File: src/rtl/pulse_stretcher_mc_pkg.sv
// Shared types and defaults for the multi-channel pulse stretcher.
package pulse_stretcher_mc_pkg;

    // Per-channel FSM states
    typedef enum logic {
        ST_IDLE = 1'b0,
        ST_HOLD = 1'b1
    } chan_state_e;

    localparam int unsigned DEF_NCH = 4;
    localparam int unsigned DEF_CW  = 17;

endpackage

File: src/rtl/pulse_stretcher_mc_if.sv
// Event/stretched-output bundle between event sources and the stretcher.
interface pulse_stretcher_mc_if
    import pulse_stretcher_mc_pkg::*;
#(
    parameter int unsigned NCH = DEF_NCH,
    parameter int unsigned CW  = DEF_CW
);
    logic [NCH-1:0] original;
    logic [CW-1:0]  len;
    logic           retrig;
    logic [NCH-1:0] extended;
    logic [NCH-1:0] done;
    logic           busy;

    modport master (
        output original, len, retrig,
        input  extended, done, busy
    );

    modport slave (
        input  original, len, retrig,
        output extended, done, busy
    );
endinterface

File: src/rtl/pulse_stretcher_mc_chan.sv
// One stretcher channel: turns a trigger into a len_eff-cycle high pulse.
module pulse_stretch_chan
    import pulse_stretcher_mc_pkg::*;
#(
    parameter int unsigned CW = DEF_CW
) (
    input  logic          clk,
    input  logic          reset,
    input  logic          trig,
    input  logic [CW-1:0] len_eff,
    input  logic          retrig,
    output logic          extended,
    output logic          done,
    output logic          hold
);

    chan_state_e   state_q, state_d;
    logic [CW-1:0] rem_q, rem_d;
    logic [CW-1:0] reload;
    logic          done_q, done_d;
    logic          ext_c;

    assign reload = len_eff - CW'(1);

    // State, remaining-count and done strobe registers
    always_ff @(posedge clk) begin
        if (reset) begin
            state_q <= ST_IDLE;
            rem_q   <= '0;
            done_q  <= 1'b0;
        end else begin
            state_q <= state_d;
            rem_q   <= rem_d;
            done_q  <= done_d;
        end
    end

    // Next-state, countdown and output decode
    always_comb begin
        state_d = state_q;
        rem_d   = rem_q;
        case (state_q)
            ST_IDLE: begin
                if (trig) begin
                    rem_d   = reload;
                    state_d = (reload != '0) ? ST_HOLD : ST_IDLE;
                end
            end
            ST_HOLD: begin
                if (trig && retrig) begin
                    rem_d   = reload;
                    state_d = (reload != '0) ? ST_HOLD : ST_IDLE;
                end else if (rem_q == CW'(1)) begin
                    rem_d   = '0;
                    state_d = ST_IDLE;
                end else begin
                    rem_d = rem_q - CW'(1);
                end
            end
            default: begin
                rem_d   = '0;
                state_d = ST_IDLE;
            end
        endcase
        // Zero-latency output; forced low while reset is held.
        ext_c  = ~reset & (trig | (state_q == ST_HOLD));
        // Strobe once the high phase ends: only registered state is known here,
        // so an IDLE re-arm in the following cycle cannot be foreseen.
        done_d = ext_c & (state_d == ST_IDLE);
    end

    assign extended = ext_c;
    assign done     = done_q;
    assign hold     = (state_q == ST_HOLD);

endmodule

File: src/rtl/pulse_stretcher_mc.sv
// Multi-channel pulse stretcher: trigger detection, length clamp, busy reduce.
module pulse_stretcher_mc
    import pulse_stretcher_mc_pkg::*;
#(
    parameter int unsigned NCH       = DEF_NCH,
    parameter int unsigned CW        = DEF_CW,
    parameter bit          EDGE_TRIG = 1'b1
) (
    input  logic                 clk,
    input  logic                 reset,
    pulse_stretcher_mc_if.slave  bus
);

    logic [NCH-1:0] orig_q;
    logic [NCH-1:0] trig;
    logic [NCH-1:0] hold;
    logic [CW-1:0]  len_eff;

    // Delayed copy of the raw inputs for rising-edge detection
    always_ff @(posedge clk) begin
        if (reset) begin
            orig_q <= '0;
        end else begin
            orig_q <= bus.original;
        end
    end

    // Trigger select and zero-length clamp
    always_comb begin
        trig    = EDGE_TRIG ? (bus.original & ~orig_q) : bus.original;
        len_eff = (bus.len == '0) ? CW'(1) : bus.len;
    end

    for (genvar i = 0; i < NCH; i++) begin : g_chan
        pulse_stretch_chan #(.CW(CW)) u_chan (
            .clk      (clk),
            .reset    (reset),
            .trig     (trig[i]),
            .len_eff  (len_eff),
            .retrig   (bus.retrig),
            .extended (bus.extended[i]),
            .done     (bus.done[i]),
            .hold     (hold[i])
        );
    end

    assign bus.busy = |hold;

endmodule
File: src/flat_wrapper.sv
// flat-port wrapper written by rule: the top's interface ports become plain ports
module pulse_stretcher_mc_flat import pulse_stretcher_mc_pkg::*;
#(
    parameter int unsigned NCH       = DEF_NCH,
    parameter int unsigned CW        = DEF_CW,
    parameter bit          EDGE_TRIG = 1'b1
)
  (clk, reset, bus_original, bus_len, bus_retrig, bus_extended, bus_done, bus_busy);
  pulse_stretcher_mc_if #(.NCH(NCH), .CW(CW)) bus_i ();
  input  logic clk;
  input  logic reset;
  input wire logic [$bits(bus_i.original)-1:0] bus_original;
  input wire logic [$bits(bus_i.len)-1:0] bus_len;
  input wire logic [$bits(bus_i.retrig)-1:0] bus_retrig;
  output wire logic [$bits(bus_i.extended)-1:0] bus_extended;
  output wire logic [$bits(bus_i.done)-1:0] bus_done;
  output wire logic [$bits(bus_i.busy)-1:0] bus_busy;
  assign bus_i.original = bus_original;
  assign bus_i.len = bus_len;
  assign bus_i.retrig = bus_retrig;
  assign bus_extended = bus_i.extended;
  assign bus_done = bus_i.done;
  assign bus_busy = bus_i.busy;
  pulse_stretcher_mc #(.NCH(NCH), .CW(CW), .EDGE_TRIG(EDGE_TRIG)) u_core (.clk(clk), .reset(reset), .bus(bus_i));
endmodule
File: config.mk
export PLATFORM = sky130hd
export DESIGN_NAME = pulse_stretcher_mc_flat
export DESIGN_NICKNAME = d
export VERILOG_FILES = /design/src/rtl/pulse_stretcher_mc_pkg.sv /design/src/rtl/pulse_stretcher_mc_if.sv /design/src/rtl/pulse_stretcher_mc_chan.sv /design/src/rtl/pulse_stretcher_mc.sv /design/src/flat_wrapper.sv
export SDC_FILE = /design/constraint.sdc
export NUM_CORES = 1
export LEC_CHECK = 0
export ABC_AREA = 1
export BUFFER_PORTS_ARGS = -buffer_cell sky130_fd_sc_hd__buf_2
export CAP_MARGIN = 20
export CORE_MARGIN = 4
export CORE_UTILIZATION = 45
export DETAILED_ROUTE_END_ITERATION = 16
export GPL_ROUTABILITY_DRIVEN = 0
export GPL_TIMING_DRIVEN = 1
export HOLD_SLACK_MARGIN = 0.02
export PLACE_DENSITY = 0.59
export SETUP_SLACK_MARGIN = 0.1
export SYNTH_ARGS = -nofsm -noshare
export SYNTH_HDL_FRONTEND = slang
export SYNTH_HIERARCHICAL = 1
export SYNTH_SLANG_ARGS = --single-unit
File: constraint.sdc
create_clock -name clk -period 4.51 [get_ports clk]
set_input_delay 0.902 -clock clk [delete_from_list [all_inputs] [get_ports clk]]
set_output_delay 0.902 -clock clk [all_outputs]
set_load 0.005 [all_outputs]
Word level (Yosys, flattened, before mapping)
Cells that the tools add are included.
Widths: inputs -> output; s select.
- input port bits: 24
- bits in registers: 80
- word-level logic and storage cells: 90
- output and inout port bits: 9
- eq/ne operators: 8
- add/sub/neg operators: 5
- reduce and logical (&&, ||, !) cells: 7
- bitwise operators: 23
- mux-type cells: 34
- operators by type and width (cell ; number):
    $mux 17 ; 13
    $pmux 17 s2 ; 4
    $sub 17x1->17 const B ; 5
    $eq 17x1->1 const B ; 4
    $logic_not 17->1 ; 1
    $reduce_bool 17->1 ; 1
    $mux 1 ; 13
    $not 1->1 ; 9
    $and 1x1->1 ; 8
    $ne 2x1->1 const B ; 4
    $pmux 1 s2 ; 4
    $and 4x4->4 ; 1
    $logic_and 1x1->1 ; 4
    $not 4->4 ; 1
    $or 1x1->1 ; 4
    $reduce_or 4->1 ; 1

Longest topological paths before layout
- word-level depth: 9
- depth in mapped cells: 19
- mapped depth without buffers: 19

Hierarchy
The synthesis kept the hierarchy.
- by module, submodules not included (module ; times used ; cells each ; sequential area each (µm²) ; area an instance (µm²)):
    pulse_stretch_chan at u_core.g_chan[0].u_chan ... ; 2 ; 285 ; 380.4 ; 1751.7
    pulse_stretch_chan at u_core.g_chan[2].u_chan ... ; 2 ; 284 ; 380.4 ; 1730.4
    pulse_stretcher_mc ; 1 ; 53 ; 80.1 ; 267.8

Worst setup path before layout
OpenSTA, ideal clock, no wires.
- path type: in2reg
- from: in bus_len[4]
- to: reg u_core.g_chan[0].u_chan.done_q
- path buffers: 0
- data arrival time: 2.626 ns
- stages: 18
- slack: 1.823 ns
- data required time: 4.448 ns
- setup time: 0.062 ns
- cell sequence: nor2_1 nand3_1 nor2_1 nand2_1 nand2_1 inv_2 ha_1 xnor2_1 nand2_1 nor2_1 nand2_2 nor2_2 nand2_1 nor2_2 nand2_1 nand2_2 nand2_2 nor2_2
- longest elaborated chain between the ends: 9
- elaborated cells on any way between the ends: 10
- classes of those cells: add/sub: 1; mux: 5; bitwise: 2; reduce/logical: 2
- ends and longest elaborated chain (element ; line ; text):
    from (decl) ; flat_wrapper.sv:13 ; input wire logic [$bits(bus_i.len)-1:0] bus_len;
    $logic_not 17->1 * ; pulse_stretcher_mc.sv:31 ; len_eff = (bus.len == '0) ? CW'(1) : bus.len;
    $mux 17 * ; pulse_stretcher_mc.sv:31 ;
    named net u_core.len_eff[0] ; pulse_stretcher_mc.sv:17 ; logic [CW-1:0] len_eff;
    $sub 17x1->17 * ; pulse_stretcher_mc_chan.sv:23 ; assign reload = len_eff - CW'(1);
    $reduce_bool 17->1 * ; pulse_stretcher_mc_chan.sv:46, pulse_stretcher_mc_chan.sv:52 ;
    $mux 1 * ; pulse_stretcher_mc_chan.sv:46, pulse_stretcher_mc_chan.sv:52 ;
    $mux 1 (on tied branches) ; pulse_stretcher_mc_chan.sv:50, pulse_stretcher_mc_chan.sv:44 ;
    $pmux 1 s2 * ; pulse_stretcher_mc_chan.sv:42 ; case (state_q)
    $not 1->1 * ; pulse_stretcher_mc_chan.sv:69 ; done_d = ext_c & (state_d == ST_IDLE);
    $and 1x1->1 * ; pulse_stretcher_mc_chan.sv:69 ;
    to (signal assigned) ; pulse_stretcher_mc_chan.sv:34 ; done_q <= done_d;
    to (decl) ; pulse_stretcher_mc_chan.sv:20 ; logic done_q, done_d;
The timed path passes the listed nets; every way through them passes the cells marked *.
A chain may end at the register's enable or synchronous reset.

Worst setup path in the final report
- from: in bus_len[2]
- to: reg u_core.g_chan[2].u_chan.done_q
- longest elaborated chain between the ends: 9
- elaborated cells on any way between the ends: 10
- classes of those cells: add/sub: 1; mux: 5; bitwise: 2; reduce/logical: 2
- ends and longest elaborated chain (element ; line):
    $logic_not 17->1 * ; pulse_stretcher_mc.sv:31
    $mux 17 * ; pulse_stretcher_mc.sv:31
    named net u_core.len_eff[0] ; pulse_stretcher_mc.sv:17
    $sub 17x1->17 * ; pulse_stretcher_mc_chan.sv:23
    $reduce_bool 17->1 * ; pulse_stretcher_mc_chan.sv:46, pulse_stretcher_mc_chan.sv:52
    $mux 1 * ; pulse_stretcher_mc_chan.sv:46, pulse_stretcher_mc_chan.sv:52
    $mux 1 (on tied branches) ; pulse_stretcher_mc_chan.sv:50, pulse_stretcher_mc_chan.sv:44
    $pmux 1 s2 * ; pulse_stretcher_mc_chan.sv:42
    $not 1->1 * ; pulse_stretcher_mc_chan.sv:69
    $and 1x1->1 * ; pulse_stretcher_mc_chan.sv:69
    to (signal assigned) ; pulse_stretcher_mc_chan.sv:34
    to (decl) ; pulse_stretcher_mc_chan.sv:20
Marks and branches as above.

==> impl_summary.log <==
INFO  metric status = completed
INFO  metric synthXorXnorAreaFrac = 9.13%
INFO  metric endpoint_kind = register
INFO  metric layout.cell_area.non_filler = 7840 um2
INFO  metric drt-total-wl = 19100 um
INFO  metric starting_utilization_of_the_core_area = 45.7%
INFO  metric chipHeight = 135 um
INFO  metric ios = 33
INFO  metric port-buffer-count = 32
INFO  metric compound_gate_portion_of_the_synthesized_area = 15.6%
INFO  metric floorplan.core_area = 15800 um2
INFO  metric placed_cell_area = 7520 um2
INFO  metric report.final.hold_viol_count = 0
INFO  metric post_drt_via_cell_ratio = 5.00
INFO  metric cell_type_with_the_highest_aggregate_area_in_the_netlist = sky130_fd_sc_hd__dfxtp_1
INFO  metric asyncSetResetFlopFracSynth = 0%
INFO  metric fin_crit = 3.03 ns
INFO  metric clock-skew-final = 0.0111 ns
INFO  metric drcViolationCount = 0
INFO  metric cts_tree = yes
INFO  metric worst-slew-pin-transition = 0.539 ns
INFO  metric crit_slowest_cell = sky130_fd_sc_hd__nand2_1
INFO  metric synth_nets = 1231
INFO  metric clock_tree_sinks = 80
INFO  metric drt_iter0_markers = 475
INFO  metric synthAdderAreaFrac = 2.77%
INFO  metric yosys_most_used_dff = sky130_fd_sc_hd__dfxtp_1
INFO  metric synth.cell_area = 7230 um2
INFO  metric crit_type = in2reg
INFO  metric comb_power_share = 30.1%
INFO  metric grt_start_max_net_pins = 20
INFO  metric setup_total_negative_slack = 0 ns
INFO  metric setup_violations = 0
INFO  metric slew_headroom = 64.0%
INFO  metric cellInternalPower = 1490 uW
INFO  metric cts_root_buffer = sky130_fd_sc_hd__clkbuf_16
INFO  metric maxCapViolations = 0
INFO  metric clk_pin_slew_worst_paths = 0.07 ns
INFO  metric seq_power_share = 36.5%
INFO  metric timing.critical_path.slowest_cell_delay = 0.29 ns
INFO  metric die_x = 135 um
INFO  metric drt.antenna.violating_nets = 0
INFO  metric drt-wirelength-per-cell = 13.5 um
INFO  metric synth_top_area_share = 22.1%
INFO  metric cp.required = 4.81 ns
INFO  metric crit_arrival = 3.33 ns
INFO  metric synth_cells = 1191
INFO  metric post_cts_resized = 0
INFO  metric grtUsageTotal = 21.5%
INFO  metric clock_tree_buffer_depth = 2
INFO  metric antenna_cells = 0
INFO  metric setup_repair_after_global_routing_missed_its_margin = false
INFO  metric power.switching_fraction = 36.8%
INFO  metric worst_hold_path_type = reg2reg
INFO  metric share_clk_of_total_power = 33.4%
INFO  metric grt_overflow = 0
INFO  metric post_synthesis_mux_area_share = 0%
INFO  metric design.final.nets = 1238
INFO  metric yosysUniqueCellTypes = 37
INFO  metric total_switching_power = 865 uW
INFO  metric p_per_cell_area = 300 nW/um2
INFO  metric tritoncts.num_buffers = 9
INFO  metric min_period_over_period = 67.2%
INFO  metric post_cts_buffers = 0
INFO  metric flow.area_growth_from_synthesis = 8.36%
INFO  metric ys_top_cells_by_count = sky130_fd_sc_hd__nand2_1 (304), sky130_fd_sc_hd__nor2_1 (179), sky130_fd_sc_hd__o21ai_0 (118), sky130_fd_sc_hd__inv_1 (106), sky130_fd_sc_hd__dfxtp_1 (80)
INFO  metric clk_latency = 0.36 ns
INFO  metric total_leakage_power = 0.00340 uW
INFO  metric critical_path.most_common_cell = sky130_fd_sc_hd__nand2_1
INFO  metric holdBufCountCts = 0
INFO  metric worst_setup_start_kind = input pin
INFO  metric synth_simple_gate_area_share = 42.0%
INFO  metric main_combinational_cell_family_by_area_after_synthesis = simple AND/OR/NAND/NOR gates
INFO  metric first_pass_iters = 5
INFO  metric fmax = 330 MHz
INFO  metric detailed_place_hpwl = 14400 um
INFO  metric cts_max_level = 3
INFO  metric power.ir.vdd_worst = 0.000179 V
INFO  metric synthMostInstantiatedCell = sky130_fd_sc_hd__nand2_1
INFO  metric total_die_area = 18200 um2
INFO  metric worstPathCellList = buf_2 -> nor2_1 -> nand2_1 -> nor2_1 -> nand2_1 -> nand2_1 -> inv_2 -> ha_1 -> xnor2_1 -> nand2_1 -> nor2_1 -> nand2_1 -> nor2_1 -> nand2_1 -> nor2_1 -> nand2_1 -> nand2_2 -> nand2_1 -> nor2_2
INFO  metric final_max_slew_viol_count = 0
INFO  metric post_synth_edffs = 0
INFO  metric synth.ff_latch_count = 80
INFO  metric placement_rows = 46
INFO  metric synthesis.area_per_instance = 6.07 um2
INFO  metric grt_pass1_vias = 6603
INFO  metric grt_antenna_before_repair = 0
INFO  metric drive_above_1_share = 14.5%
INFO  metric ys_warn_count = 6
INFO  metric grt_first_pass_wirelength = 32000 um
INFO  metric critical_path_peak_fanout = 17
INFO  metric synth.yosys.seq_area_share = 22.1%
INFO  metric ys_top_cells_by_area = sky130_fd_sc_hd__dfxtp_1 (22%), sky130_fd_sc_hd__nand2_1 (16%), sky130_fd_sc_hd__nor2_1 (9.3%), sky130_fd_sc_hd__o21ai_0 (8.2%), sky130_fd_sc_hd__inv_1 (5.5%)
INFO  metric vias = 7102
final timing paths:
check,depth (start not counted),slack (ns),end,from
setup / recovery,19,1.48,u_core/g_chan[2].u_chan/done$_SDFF_PP0_,bus_len[2]
hold / removal,2,0.55,u_core/g_chan[3].u_chan/rem_q[16]$_SDFFE_PP0N_,u_core/g_chan[3].u_chan/rem_q[16]$_SDFFE_PP0N_
setup reg to reg,8,2.52,u_core/g_chan[0].u_chan/rem_q[10]$_SDFFE_PP0N_,u_core/orig_q[0]$_SDFF_PP0_
hold reg to reg,2,0.55,u_core/g_chan[3].u_chan/rem_q[16]$_SDFFE_PP0N_,u_core/g_chan[3].u_chan/rem_q[16]$_SDFFE_PP0N_
worst max-delay path: cells and delay by family:
kind | cells | cell delay [ns]
simple gates | 15 | 1.50
buf+inv | 2 | 0.36
fa+ha+maj | 1 | 0.28
xor+xnor | 1 | 0.28
through the flow:
step	total power [uW]	setup slack [ns]	hold slack [ns]	utilization [%]	cells
3_5_place_dp	1580	1.17	0.528	47.5	1403
3_3_place_gp	1580	1.20	0.528	47.5	1403
2_1_floorplan	1420	1.82	0.504	-	1191
4_1_cts	2380	1.54	0.549	49.5	1419
5_1_grt	2510	1.21	0.580	49.5	1419
6_report	2350	1.48	0.553	49.5	1419
cells by family (layout without fill, tap and decap cells):
kind of cell,after synthesis,in the layout
xor+xnor,72,72
flops,80,80
compound gates,212,212
fa+ha+maj,16,16
simple gates,651,651
buf+inv,160,172
final cells by class:
class	count	area, um2
fillers	1682	7990
multi-input cells	951	5020
flip-flops and latches	80	1600
inverters	124	465
well taps	216	270
clock buffers	10	239
repair buffers	32	160
clock inverters	6	75.1
metal layers:
| metal | vias to the layer above | routed length [um] | part of all wire (%) | track usage, % |
|---|---|---|---|---|
| met1 | 3189 | 9350 | 49 | 29.5 |
| met2 | 110 | 8540 | 45 | 33.8 |
| met4 | 0 | 467 | 2.4 | 8.71 |
| met3 | 36 | 782 | 4.1 | 3.43 |
| li1 | 3767 | - | - | - |
| met5 | - | 0 | 0 | 0 |
flip-flops by register name, summed over array words and instances, names as in the netlist:
name / cells
u_core/g_chan.u_chan/hold: 4
u_core/g_chan.u_chan/rem_q: 68
u_core/g_chan.u_chan/done: 4
u_core/orig_q: 4
power by group through the flow:
| stage | sequential [uW] | clock (uW) | combinational, uW |
|---|---|---|---|
| 2_1_floorplan | 858 | 0 | 564 |
| 3_3_place_gp | 874 | 0 | 705 |
| 3_5_place_dp | 874 | 0 | 708 |
| 4_1_cts | 858 | 810 | 712 |
| 5_1_grt | 870 | 840 | 802 |
| 6_report | 859 | 785 | 707 |
cells in the final DEF, fill, tap and decap left out, types with 4 or more instances in the layout:
master,instances
sky130_fd_sc_hd__o21ai_0,118
sky130_fd_sc_hd__o21ai_1,16
sky130_fd_sc_hd__nor2_2,43
sky130_fd_sc_hd__a21oi_2,4
sky130_fd_sc_hd__dfxtp_1,80
sky130_fd_sc_hd__nor3_1,6
sky130_fd_sc_hd__nor2_1,179
sky130_fd_sc_hd__clkinv_1,4
sky130_fd_sc_hd__clkbuf_16,9
sky130_fd_sc_hd__inv_2,14
sky130_fd_sc_hd__nand3_1,33
sky130_fd_sc_hd__buf_2,32
sky130_fd_sc_hd__a21oi_1,64
sky130_fd_sc_hd__nor2_4,16
sky130_fd_sc_hd__nand2_4,4
sky130_fd_sc_hd__nand2_1,304
sky130_fd_sc_hd__ha_1,16
sky130_fd_sc_hd__nand3b_1,20
sky130_fd_sc_hd__nand4_1,4
sky130_fd_sc_hd__xor2_1,40
sky130_fd_sc_hd__nand2_2,26
sky130_fd_sc_hd__inv_1,106
sky130_fd_sc_hd__xnor2_1,28
sky130_fd_sc_hd__xor2_2,4
sky130_fd_sc_hd__nand4_2,4
(Power assumes the default switching activity.)
